===== config.mk =====
export PLATFORM = sky130hd
export DESIGN_NAME = sdram_cmd_frontend_flat
export DESIGN_NICKNAME = d
export VERILOG_FILES = /design/src/rtl/sdram_cmd_frontend_pkg.sv /design/src/rtl/sdram_cmd_frontend_if.sv /design/src/rtl/sdram_cmd_frontend.sv /design/src/flat_wrapper.sv
export SDC_FILE = /design/constraint.sdc
export NUM_CORES = 1
export LEC_CHECK = 0
export CORE_MARGIN = 10
export CORE_UTILIZATION = 35
export CTS_BUF_LIST = sky130_fd_sc_hd__clkbuf_4 sky130_fd_sc_hd__clkbuf_8 sky130_fd_sc_hd__clkbuf_16
export DETAILED_ROUTE_END_ITERATION = 10
export DONT_BUFFER_PORTS = 1
export HOLD_SLACK_MARGIN = 0.02
export PLACE_DENSITY = 0.46
export SLEW_MARGIN = 20
export SYNTH_ARGS = -nofsm -noshare
export SYNTH_HDL_FRONTEND = slang
export SYNTH_HIERARCHICAL = 1
export SYNTH_SLANG_ARGS = --single-unit
export TNS_END_PERCENT = 100

===== constraint.sdc =====
create_clock -name clk -period 5 [get_ports clk]
set_input_delay 0.75 -clock clk [delete_from_list [all_inputs] [get_ports clk]]
set_output_delay 0.75 -clock clk [all_outputs]
set_load 0.05 [all_outputs]

===== src/rtl/sdram_cmd_frontend_pkg.sv =====
// Shared types for the SDRAM command front end: controller command payload.
package sdram_cmd_frontend_pkg;

  localparam int unsigned CMD_ADDR_WIDTH = 24;

  typedef enum logic {
    READ_CMD  = 1'b0,
    WRITE_CMD = 1'b1
  } sdram_rw_e;

  typedef struct packed {
    logic [CMD_ADDR_WIDTH-1:0] addr;
    sdram_rw_e                 rw;
    logic                      auto_precharge_en;
  } sdram_cmd_t;

endpackage


===== src/rtl/sdram_cmd_frontend_if.sv =====
// User-side and controller-side handshake bundle of the SDRAM command front end.
interface sdram_cmd_frontend_if #(
  parameter int unsigned DATA_WIDTH = 16
);
  import sdram_cmd_frontend_pkg::*;

  logic                      req_valid;
  logic                      req_ready;
  logic                      req_write;
  logic [CMD_ADDR_WIDTH-1:0] req_addr;
  logic                      req_ap;
  logic                      wr_valid;
  logic                      wr_ready;
  logic [DATA_WIDTH-1:0]     wr_data;
  logic [1:0]                wr_dqm;
  logic                      rd_valid;
  logic                      rd_ready;
  logic [DATA_WIDTH-1:0]     rd_data;
  logic                      cmd_valid;
  logic                      cmd_ready;
  sdram_cmd_t                cmd_data;
  logic                      wdata_valid;
  logic                      wdata_ready;
  logic [DATA_WIDTH-1:0]     wdata;
  logic [1:0]                wdata_dqm;
  logic                      resp_valid;
  logic                      resp_last;
  logic [DATA_WIDTH-1:0]     resp_data;
  logic                      resp_ready;
  logic                      err_o;

  // master: user and controller side (drives requests, data and responses)
  modport master (
    output req_valid, req_write, req_addr, req_ap, wr_valid, wr_data, wr_dqm,
           rd_ready, cmd_ready, wdata_ready, resp_valid, resp_last, resp_data,
    input  req_ready, wr_ready, rd_valid, rd_data, cmd_valid, cmd_data,
           wdata_valid, wdata, wdata_dqm, resp_ready, err_o
  );

  // slave: the front end itself
  modport slave (
    input  req_valid, req_write, req_addr, req_ap, wr_valid, wr_data, wr_dqm,
           rd_ready, cmd_ready, wdata_ready, resp_valid, resp_last, resp_data,
    output req_ready, wr_ready, rd_valid, rd_data, cmd_valid, cmd_data,
           wdata_valid, wdata, wdata_dqm, resp_ready, err_o
  );

endinterface


===== src/rtl/sdram_cmd_frontend.sv =====
// Burst-granular front end ahead of the SDRAM controller: buffers commands,
// write data and read data, and releases a command only when its burst cannot stall.
module sdram_cmd_frontend_fifo #(
  parameter int unsigned WIDTH = 8,
  parameter int unsigned DEPTH = 4
) (
  input  logic                       clk,
  input  logic                       rstn,
  input  logic                       push,
  input  logic                       pop,
  input  logic [WIDTH-1:0]           din,
  output logic [WIDTH-1:0]           dout,
  output logic [$clog2(DEPTH):0]     count
);
  localparam int unsigned AW = $clog2(DEPTH);
  localparam int unsigned CW = AW + 1;

  logic [WIDTH-1:0] mem [DEPTH];
  logic [AW-1:0]    wr_ptr;
  logic [AW-1:0]    rd_ptr;

  always_ff @(posedge clk) begin
    if (push) mem[wr_ptr] <= din;
  end

  // Pointers wrap naturally because DEPTH is a power of two
  always_ff @(posedge clk or negedge rstn) begin
    if (!rstn) begin
      wr_ptr <= '0;
      rd_ptr <= '0;
      count  <= '0;
    end else begin
      if (push) wr_ptr <= wr_ptr + AW'(1);
      if (pop)  rd_ptr <= rd_ptr + AW'(1);
      count <= count + CW'(push) - CW'(pop);
    end
  end

  assign dout = mem[rd_ptr];
endmodule

module sdram_cmd_frontend
  import sdram_cmd_frontend_pkg::*;
#(
  parameter int unsigned ADDR_WIDTH  = CMD_ADDR_WIDTH,
  parameter int unsigned DATA_WIDTH  = 16,
  parameter int unsigned BURST_LEN   = 8,
  parameter int unsigned CMD_DEPTH   = 4,
  parameter int unsigned WDATA_DEPTH = 32,
  parameter int unsigned RDATA_DEPTH = 32
) (
  input  logic                  clk,
  input  logic                  rstn,
  sdram_cmd_frontend_if.slave   bus
);
  localparam int unsigned CCW = $clog2(CMD_DEPTH) + 1;
  localparam int unsigned WCW = $clog2(WDATA_DEPTH) + 1;
  localparam int unsigned RCW = $clog2(RDATA_DEPTH) + 1;

  sdram_cmd_t       req_cmd;
  sdram_cmd_t       head;
  logic [CCW-1:0]   cmd_count;
  logic [WCW-1:0]   wd_count;
  logic [RCW-1:0]   rd_count;
  logic [WCW-1:0]   wclaim;
  logic [WCW-1:0]   wavail;
  logic [RCW-1:0]   rres;
  logic [RCW-1:0]   rfree;
  logic [4:0]       beat_cnt;
  logic [4:0]       beat_nxt;
  logic             burst_end;
  logic             err_q;
  logic             err_set;
  logic             cmd_push, cmd_pop, wd_push, wd_pop, rd_pop;
  logic             head_ok, fire_wr, fire_rd;
  logic [DATA_WIDTH+1:0] wd_dout;

  assign req_cmd.addr              = bus.req_addr & ~ADDR_WIDTH'(BURST_LEN - 1);
  assign req_cmd.rw                = bus.req_write ? WRITE_CMD : READ_CMD;
  assign req_cmd.auto_precharge_en = bus.req_ap;

  assign bus.req_ready   = (cmd_count != CCW'(CMD_DEPTH));
  assign bus.wr_ready    = (wd_count != WCW'(WDATA_DEPTH));
  assign bus.wdata_valid = (wd_count != '0);
  assign bus.rd_valid    = (rd_count != '0);
  assign bus.resp_ready  = 1'b1;
  assign bus.err_o       = err_q;

  assign cmd_push = bus.req_valid && bus.req_ready;
  assign cmd_pop  = bus.cmd_valid && bus.cmd_ready;
  assign wd_push  = bus.wr_valid && bus.wr_ready;
  assign wd_pop   = bus.wdata_valid && bus.wdata_ready;
  assign rd_pop   = bus.rd_valid && bus.rd_ready;

  sdram_cmd_frontend_fifo #(.WIDTH($bits(sdram_cmd_t)), .DEPTH(CMD_DEPTH)) u_cmd_fifo (
    .clk(clk), .rstn(rstn), .push(cmd_push), .pop(cmd_pop),
    .din(req_cmd), .dout(head), .count(cmd_count)
  );

  sdram_cmd_frontend_fifo #(.WIDTH(DATA_WIDTH + 2), .DEPTH(WDATA_DEPTH)) u_wd_fifo (
    .clk(clk), .rstn(rstn), .push(wd_push), .pop(wd_pop),
    .din({bus.wr_dqm, bus.wr_data}), .dout(wd_dout), .count(wd_count)
  );

  // Read beats are pushed unconditionally; reserved credit guarantees room
  sdram_cmd_frontend_fifo #(.WIDTH(DATA_WIDTH), .DEPTH(RDATA_DEPTH)) u_rd_fifo (
    .clk(clk), .rstn(rstn), .push(bus.resp_valid), .pop(rd_pop),
    .din(bus.resp_data), .dout(bus.rd_data), .count(rd_count)
  );

  assign bus.wdata     = wd_dout[DATA_WIDTH-1:0];
  assign bus.wdata_dqm = wd_dout[DATA_WIDTH+1:DATA_WIDTH];
  assign bus.cmd_data  = head;

  // Head release gated only by registered counts, never by cmd_ready
  assign wavail    = wd_count - wclaim;
  assign rfree     = RCW'(RDATA_DEPTH) - rd_count - rres;
  assign head_ok   = (head.rw == WRITE_CMD) ? (wavail >= WCW'(BURST_LEN))
                                            : (rfree  >= RCW'(BURST_LEN));
  assign bus.cmd_valid = (cmd_count != '0) && head_ok;
  assign fire_wr   = cmd_pop && (head.rw == WRITE_CMD);
  assign fire_rd   = cmd_pop && (head.rw == READ_CMD);

  assign beat_nxt  = beat_cnt + 5'd1;
  assign burst_end = (beat_nxt == 5'(BURST_LEN));
  assign err_set   = (bus.resp_valid && (bus.resp_last != burst_end))
                   || (bus.resp_valid && (rres == '0))
                   || (wd_pop && (wclaim == '0));

  always_ff @(posedge clk or negedge rstn) begin
    if (!rstn) begin
      wclaim   <= '0;
      rres     <= '0;
      beat_cnt <= '0;
      err_q    <= 1'b0;
    end else begin
      wclaim <= wclaim + (fire_wr ? WCW'(BURST_LEN) : WCW'(0)) - WCW'(wd_pop);
      rres   <= rres + (fire_rd ? RCW'(BURST_LEN) : RCW'(0)) - RCW'(bus.resp_valid);
      if (bus.resp_valid) begin
        beat_cnt <= (burst_end || bus.resp_last) ? 5'd0 : beat_nxt;
      end
      if (err_set) err_q <= 1'b1;
    end
  end

endmodule

===== src/flat_wrapper.sv =====
// flat-port wrapper written by rule: the top's interface ports become plain ports
module sdram_cmd_frontend_flat import sdram_cmd_frontend_pkg::*;
#(
  parameter int unsigned ADDR_WIDTH  = CMD_ADDR_WIDTH,
  parameter int unsigned DATA_WIDTH  = 16,
  parameter int unsigned BURST_LEN   = 8,
  parameter int unsigned CMD_DEPTH   = 4,
  parameter int unsigned WDATA_DEPTH = 32,
  parameter int unsigned RDATA_DEPTH = 32
)
  (clk, rstn, bus_req_valid, bus_req_write, bus_req_addr, bus_req_ap, bus_wr_valid, bus_wr_data, bus_wr_dqm, bus_rd_ready, bus_cmd_ready, bus_wdata_ready, bus_resp_valid, bus_resp_last, bus_resp_data, bus_req_ready, bus_wr_ready, bus_rd_valid, bus_rd_data, bus_cmd_valid, bus_cmd_data, bus_wdata_valid, bus_wdata, bus_wdata_dqm, bus_resp_ready, bus_err_o);
  sdram_cmd_frontend_if #(.DATA_WIDTH(DATA_WIDTH)) bus_i ();
  input  logic clk;
  input  logic rstn;
  input wire logic [$bits(bus_i.req_valid)-1:0] bus_req_valid;
  input wire logic [$bits(bus_i.req_write)-1:0] bus_req_write;
  input wire logic [$bits(bus_i.req_addr)-1:0] bus_req_addr;
  input wire logic [$bits(bus_i.req_ap)-1:0] bus_req_ap;
  input wire logic [$bits(bus_i.wr_valid)-1:0] bus_wr_valid;
  input wire logic [$bits(bus_i.wr_data)-1:0] bus_wr_data;
  input wire logic [$bits(bus_i.wr_dqm)-1:0] bus_wr_dqm;
  input wire logic [$bits(bus_i.rd_ready)-1:0] bus_rd_ready;
  input wire logic [$bits(bus_i.cmd_ready)-1:0] bus_cmd_ready;
  input wire logic [$bits(bus_i.wdata_ready)-1:0] bus_wdata_ready;
  input wire logic [$bits(bus_i.resp_valid)-1:0] bus_resp_valid;
  input wire logic [$bits(bus_i.resp_last)-1:0] bus_resp_last;
  input wire logic [$bits(bus_i.resp_data)-1:0] bus_resp_data;
  output wire logic [$bits(bus_i.req_ready)-1:0] bus_req_ready;
  output wire logic [$bits(bus_i.wr_ready)-1:0] bus_wr_ready;
  output wire logic [$bits(bus_i.rd_valid)-1:0] bus_rd_valid;
  output wire logic [$bits(bus_i.rd_data)-1:0] bus_rd_data;
  output wire logic [$bits(bus_i.cmd_valid)-1:0] bus_cmd_valid;
  output wire logic [$bits(bus_i.cmd_data)-1:0] bus_cmd_data;
  output wire logic [$bits(bus_i.wdata_valid)-1:0] bus_wdata_valid;
  output wire logic [$bits(bus_i.wdata)-1:0] bus_wdata;
  output wire logic [$bits(bus_i.wdata_dqm)-1:0] bus_wdata_dqm;
  output wire logic [$bits(bus_i.resp_ready)-1:0] bus_resp_ready;
  output wire logic [$bits(bus_i.err_o)-1:0] bus_err_o;
  assign bus_i.req_valid = bus_req_valid;
  assign bus_i.req_write = bus_req_write;
  assign bus_i.req_addr = bus_req_addr;
  assign bus_i.req_ap = bus_req_ap;
  assign bus_i.wr_valid = bus_wr_valid;
  assign bus_i.wr_data = bus_wr_data;
  assign bus_i.wr_dqm = bus_wr_dqm;
  assign bus_i.rd_ready = bus_rd_ready;
  assign bus_i.cmd_ready = bus_cmd_ready;
  assign bus_i.wdata_ready = bus_wdata_ready;
  assign bus_i.resp_valid = bus_resp_valid;
  assign bus_i.resp_last = bus_resp_last;
  assign bus_i.resp_data = bus_resp_data;
  assign bus_req_ready = bus_i.req_ready;
  assign bus_wr_ready = bus_i.wr_ready;
  assign bus_rd_valid = bus_i.rd_valid;
  assign bus_rd_data = bus_i.rd_data;
  assign bus_cmd_valid = bus_i.cmd_valid;
  assign bus_cmd_data = bus_i.cmd_data;
  assign bus_wdata_valid = bus_i.wdata_valid;
  assign bus_wdata = bus_i.wdata;
  assign bus_wdata_dqm = bus_i.wdata_dqm;
  assign bus_resp_ready = bus_i.resp_ready;
  assign bus_err_o = bus_i.err_o;
  sdram_cmd_frontend #(.ADDR_WIDTH(ADDR_WIDTH), .DATA_WIDTH(DATA_WIDTH), .BURST_LEN(BURST_LEN), .CMD_DEPTH(CMD_DEPTH), .WDATA_DEPTH(WDATA_DEPTH), .RDATA_DEPTH(RDATA_DEPTH)) u_core (.clk(clk), .rstn(rstn), .bus(bus_i));
endmodule

==> results <==
- The final setup TNS is 0 ns.
- The count of buffers inserted at the top-level ports is 0.
- The count of pins on the block boundary is 136.
- CTS saw 1249 sinks.
- The congestion estimate from routability-driven global placement came to 0.735.
- In this run the standard cell core region covers 0.140 mm².
- The number of pins exceeding their max-slew limit in the final report is 0.
- Among all flip-flop cells after synthesis, the most frequent one is sky130_fd_sc_hd__edfxtp_1.
- From synthesis to final layout, the design area changed by 15.3%.
- Synthesis produced 2384 cells.
- The clock slew seen by the registers of the worst setup and hold paths is 0.05 ns.
- In this run the tightest slew margin relative to its limit is 0.229.
- For this block, the routed nets add up to 115 mm of wire.
- The data arrival time at the worst-slack endpoint is 4.06 ns.
- STA puts the critical path data required time at 4.25 ns.
- The height of the chip is 395 µm.
- The number of synthesized register bits is 1249.
- The synthesized netlist occupies a cell area of 0.0492 mm².
- The number of endpoints with negative hold slack in the final report is 0.
- The biggest area contributor in the post-synthesis netlist is sky130_fd_sc_hd__edfxtp_1.
- The die covers 0.156 mm².
- The H-tree was split into 4 levels.
- Of the cells placed in the final design, the portion with a size suffix greater than 1 is 0.240.
- The layout net count is 2697.
- The clock tree from TritonCTS is built.
- The largest driver fanout on the critical path is 35.
- The power per unit of standard cell area is 608 mW/mm².
- At the pin with the least slew margin, the transition time is 1.15 ns.
- The worst setup path is of the flop to primary output kind.
- The share of the clock period used by the worst path is 0.961.
- The wire length of the first global-routing pass is 169 mm.
- The maximum frequency from static timing analysis is 0.208 GHz.
- Leaving out fill and tap cells, the most frequent cell in the layout is sky130_fd_sc_hd__edfxtp_1.
- The sum of net half-perimeters after detailed placement is 69.2 mm.
- The final core utilization is 0.406.
- The post-detailed-route via-to-cell ratio is 5.11.
- After detailed routing, the number of remaining DRC violations is 0.
- After global routing the overflow that remains totals 0.
- Counting flops with a built-in enable in the synthesized netlist gives 1192.
- Across the VDD grid, the largest voltage drop is 0.521 mV.
- Entering global routing, the biggest net connects 58 pins.
- The count of nets left with antenna violations after detail routing is 0.
- For this run, the number of Yosys warnings is 6.
- Subtracting the final worst setup slack from the clock period gives 4.81 ns.
- Setup repair after global routing left no endpoint under its margin.
- The initial antenna violation count was 2.
- The worst hold path belongs to the class input port to flop.
- The proportion of synthesized flip-flops having asynchronous set or reset is 0.0456.
- After detailed routing, the average wire length per cell comes to 25.2 µm.
- The average footprint of a synthesized cell is 20.6 µm².
- In the layout the commonest cells are 1192 x sky130_fd_sc_hd__edfxtp_1, 201 x sky130_fd_sc_hd__mux4_2, 141 x sky130_fd_sc_hd__clkbuf_16.
- The longest clock path from root to sink contains 3 buffers.
- The netlist uses 56 different library cells.
- The total routing usage reported by global routing is 0.146.
- For this run, the detailed router's first-pass iteration total came to 5.
- The nature of the critical path startpoint is a flop.
- The via count of the first global-routing pass is 24800.
- The total leakage power is 18.7 nW.
- The initial utilization of the core area, before any placement, comes to 0.352.
- In this run the horizontal extent of the chip is 395 µm.
- The number of max-capacitance violations reported is 0.
- The worst setup path is captured at a primary output.
- The quantity of gates resized following cts is 0.
- 0 antenna diodes ended up in the layout.
- The post-synthesis sequential area ratio is 0.757.
- Ranked by total cell area, the synthesized netlist is headed by sky130_fd_sc_hd__edfxtp_1 73%, sky130_fd_sc_hd__mux4_2 9.2%, sky130_fd_sc_hd__dfrtp_1 2.9%.
- The overall power after layout is 34.5 mW.
- In this run, the number of DRC markers left after iteration 0 of detailed routing was 1369.
- The final setup violation count is 0.
- The number of vias after detailed routing is 23200.
- The total clock buffers created by CTS is 138.
- For the worst-skew pair, the clock arrives at the later sink with an insertion delay of 0.75 ns.
- The root buffer cell is sky130_fd_sc_hd__clkbuf_16.
- The flow ran to the end, and the final reports show no timing, DRC or antenna violations.
- The clock arrives with 0.0192 ns of skew.
- The area fraction of the dominant cell type after synthesis is 0.728.
- In this run the core area contains 137 standard-cell rows.
[stage by stage]
step | hold slack [ns] | std cells | setup WS [ns] | cell area (µm²)
5_1_grt | 0.0226 | 4545 | 0.208 | 56700
4_1_cts | 0.0215 | 4545 | 0.186 | 56700
2_1_floorplan | 0.454 | 2395 | 1.33 | 49200
6_report | 0.0825 | 4545 | 0.194 | 56700
3_5_place_dp | 0.457 | 4288 | 1.01 | 52100
3_3_place_gp | 0.457 | 4288 | 1.03 | 52100
[power breakdown]
group / total (mW) / leakage (nW) / switching (mW) / internal, mW
Sequential: 13.2 / 11.4 / 0.795 / 12.4
Clock: 10.0 / 2.26 / 4.10 / 5.94
Combinational: 11.2 / 5.05 / 6.95 / 4.23
[cells in the mapped netlist, types with 29 or more instances]
| master | number |
|---|---|
| sky130_fd_sc_hd__nor2_1 | 63 |
| sky130_fd_sc_hd__ha_1 | 59 |
| sky130_fd_sc_hd__o221ai_1 | 51 |
| sky130_fd_sc_hd__edfxtp_1 | 1192 |
| sky130_fd_sc_hd__mux2i_1 | 137 |
| sky130_fd_sc_hd__a22oi_1 | 35 |
| sky130_fd_sc_hd__a22o_1 | 33 |
| sky130_fd_sc_hd__mux4_2 | 201 |
| sky130_fd_sc_hd__a21oi_1 | 63 |
| sky130_fd_sc_hd__mux4_1 | 29 |
| sky130_fd_sc_hd__dfrtp_1 | 57 |
| sky130_fd_sc_hd__nand2_1 | 35 |
| sky130_fd_sc_hd__a211oi_1 | 52 |
| sky130_fd_sc_hd__clkbuf_1 | 37 |
| sky130_fd_sc_hd__inv_1 | 70 |
[flip-flops by register name, indices dropped and copies added (netlist names), 5 cells and up]
register,count
u_core/u_wd_fifo/rd_ptr,5
u_core/u_cmd_fifo/mem,104
u_core/u_wd_fifo/count,6
u_core/u_rd_fifo/mem,512
u_core/u_rd_fifo/wr_ptr,5
u_core/u_wd_fifo/wr_ptr,5
u_core/wclaim,6
u_core/u_rd_fifo/rd_ptr,5
u_core/rres,6
u_core/u_rd_fifo/count,6
u_core/u_wd_fifo/mem,576
u_core/beat_cnt,5
[cells by family (layout without fill, tap and decap cells)]
| kind of cell | after synthesis | count (layout) | synth area share |
|---|---|---|---|
| adder cells (fa/ha/maj) | 66 | 66 | 0.0179 |
| multiplexers | 370 | 370 | 0.136 |
| AO/OA/AOI/OAI | 284 | 284 | 0.0410 |
| flip-flops | 1249 | 1249 | 0.757 |
| AND/OR/NAND/NOR | 181 | 181 | 0.0178 |
| buffers and inverters | 193 | 467 | 0.0231 |
| XOR/XNOR | 39 | 39 | 0.00695 |
| other | 2 | 13 | 0.000153 |
[final cells by class]
| type | instances | area (µm²) |
|---|---|---|
| multi-input cells | 953 | 11100 |
| clock inverters | 72 | 722 |
| flip-flops and latches | 1249 | 37200 |
| well taps | 1876 | 2350 |
| repair buffers | 149 | 1270 |
| clock buffers | 175 | 3810 |
| inverters | 71 | 267 |
| fillers | 12400 | 82800 |
[metal layers]
| layer | global-route usage | vias up | part of all wire |
|---|---|---|---|
| met1 | 0.179 | 12400 | 0.41 |
| met4 | 0.0404 | 0 | 0.021 |
| met2 | 0.255 | 457 | 0.51 |
| met5 | 0 | - | 0 |
| met3 | 0.0350 | 162 | 0.049 |
| li1 | - | 10200 | - |
[repair_timing]
| item | 4_1_cts | 5_1_grt |
|---|---|---|
| endpoints found under the hold margin | 110 | 0 |
| buffers inserted | 0 | 0 |
| hold buffers | 10 | 0 |
[final timing paths]
| path | from | to | depth (start not counted) | slack, ns |
|---|---|---|---|---|
| min in group asynchronous | rstn | u_core/beat_cnt[1] | 2 | 0.61 |
| min | bus_resp_data[4] | u_core/u_rd_fifo/mem[17][4] | 0 | 0.08 |
| min reg2reg | u_core/u_cmd_fifo/wr_ptr[0] | u_core/u_cmd_fifo/wr_ptr[0] | 1 | 0.54 |
| max reg2reg | u_core/u_rd_fifo/count[1] | u_core/u_cmd_fifo/count[2] | 16 | 1.16 |
| max | u_core/u_rd_fifo/rd_ptr[0] | bus_rd_data[1] | 4 | 0.19 |
| max in group asynchronous | rstn | u_core/u_cmd_fifo/rd_ptr[0] | 2 | 4.09 |
[critical path, stage by stage (launching register included)]
cell and delay (ns):
sky130_fd_sc_hd__dfrtp_4 0.92, sky130_fd_sc_hd__buf_4 0.47, sky130_fd_sc_hd__mux4_2 0.54, sky130_fd_sc_hd__a211oi_1 0.96, sky130_fd_sc_hd__a21oi_2 0.36
No activity file was read; power rests on OpenSTA's default activity.
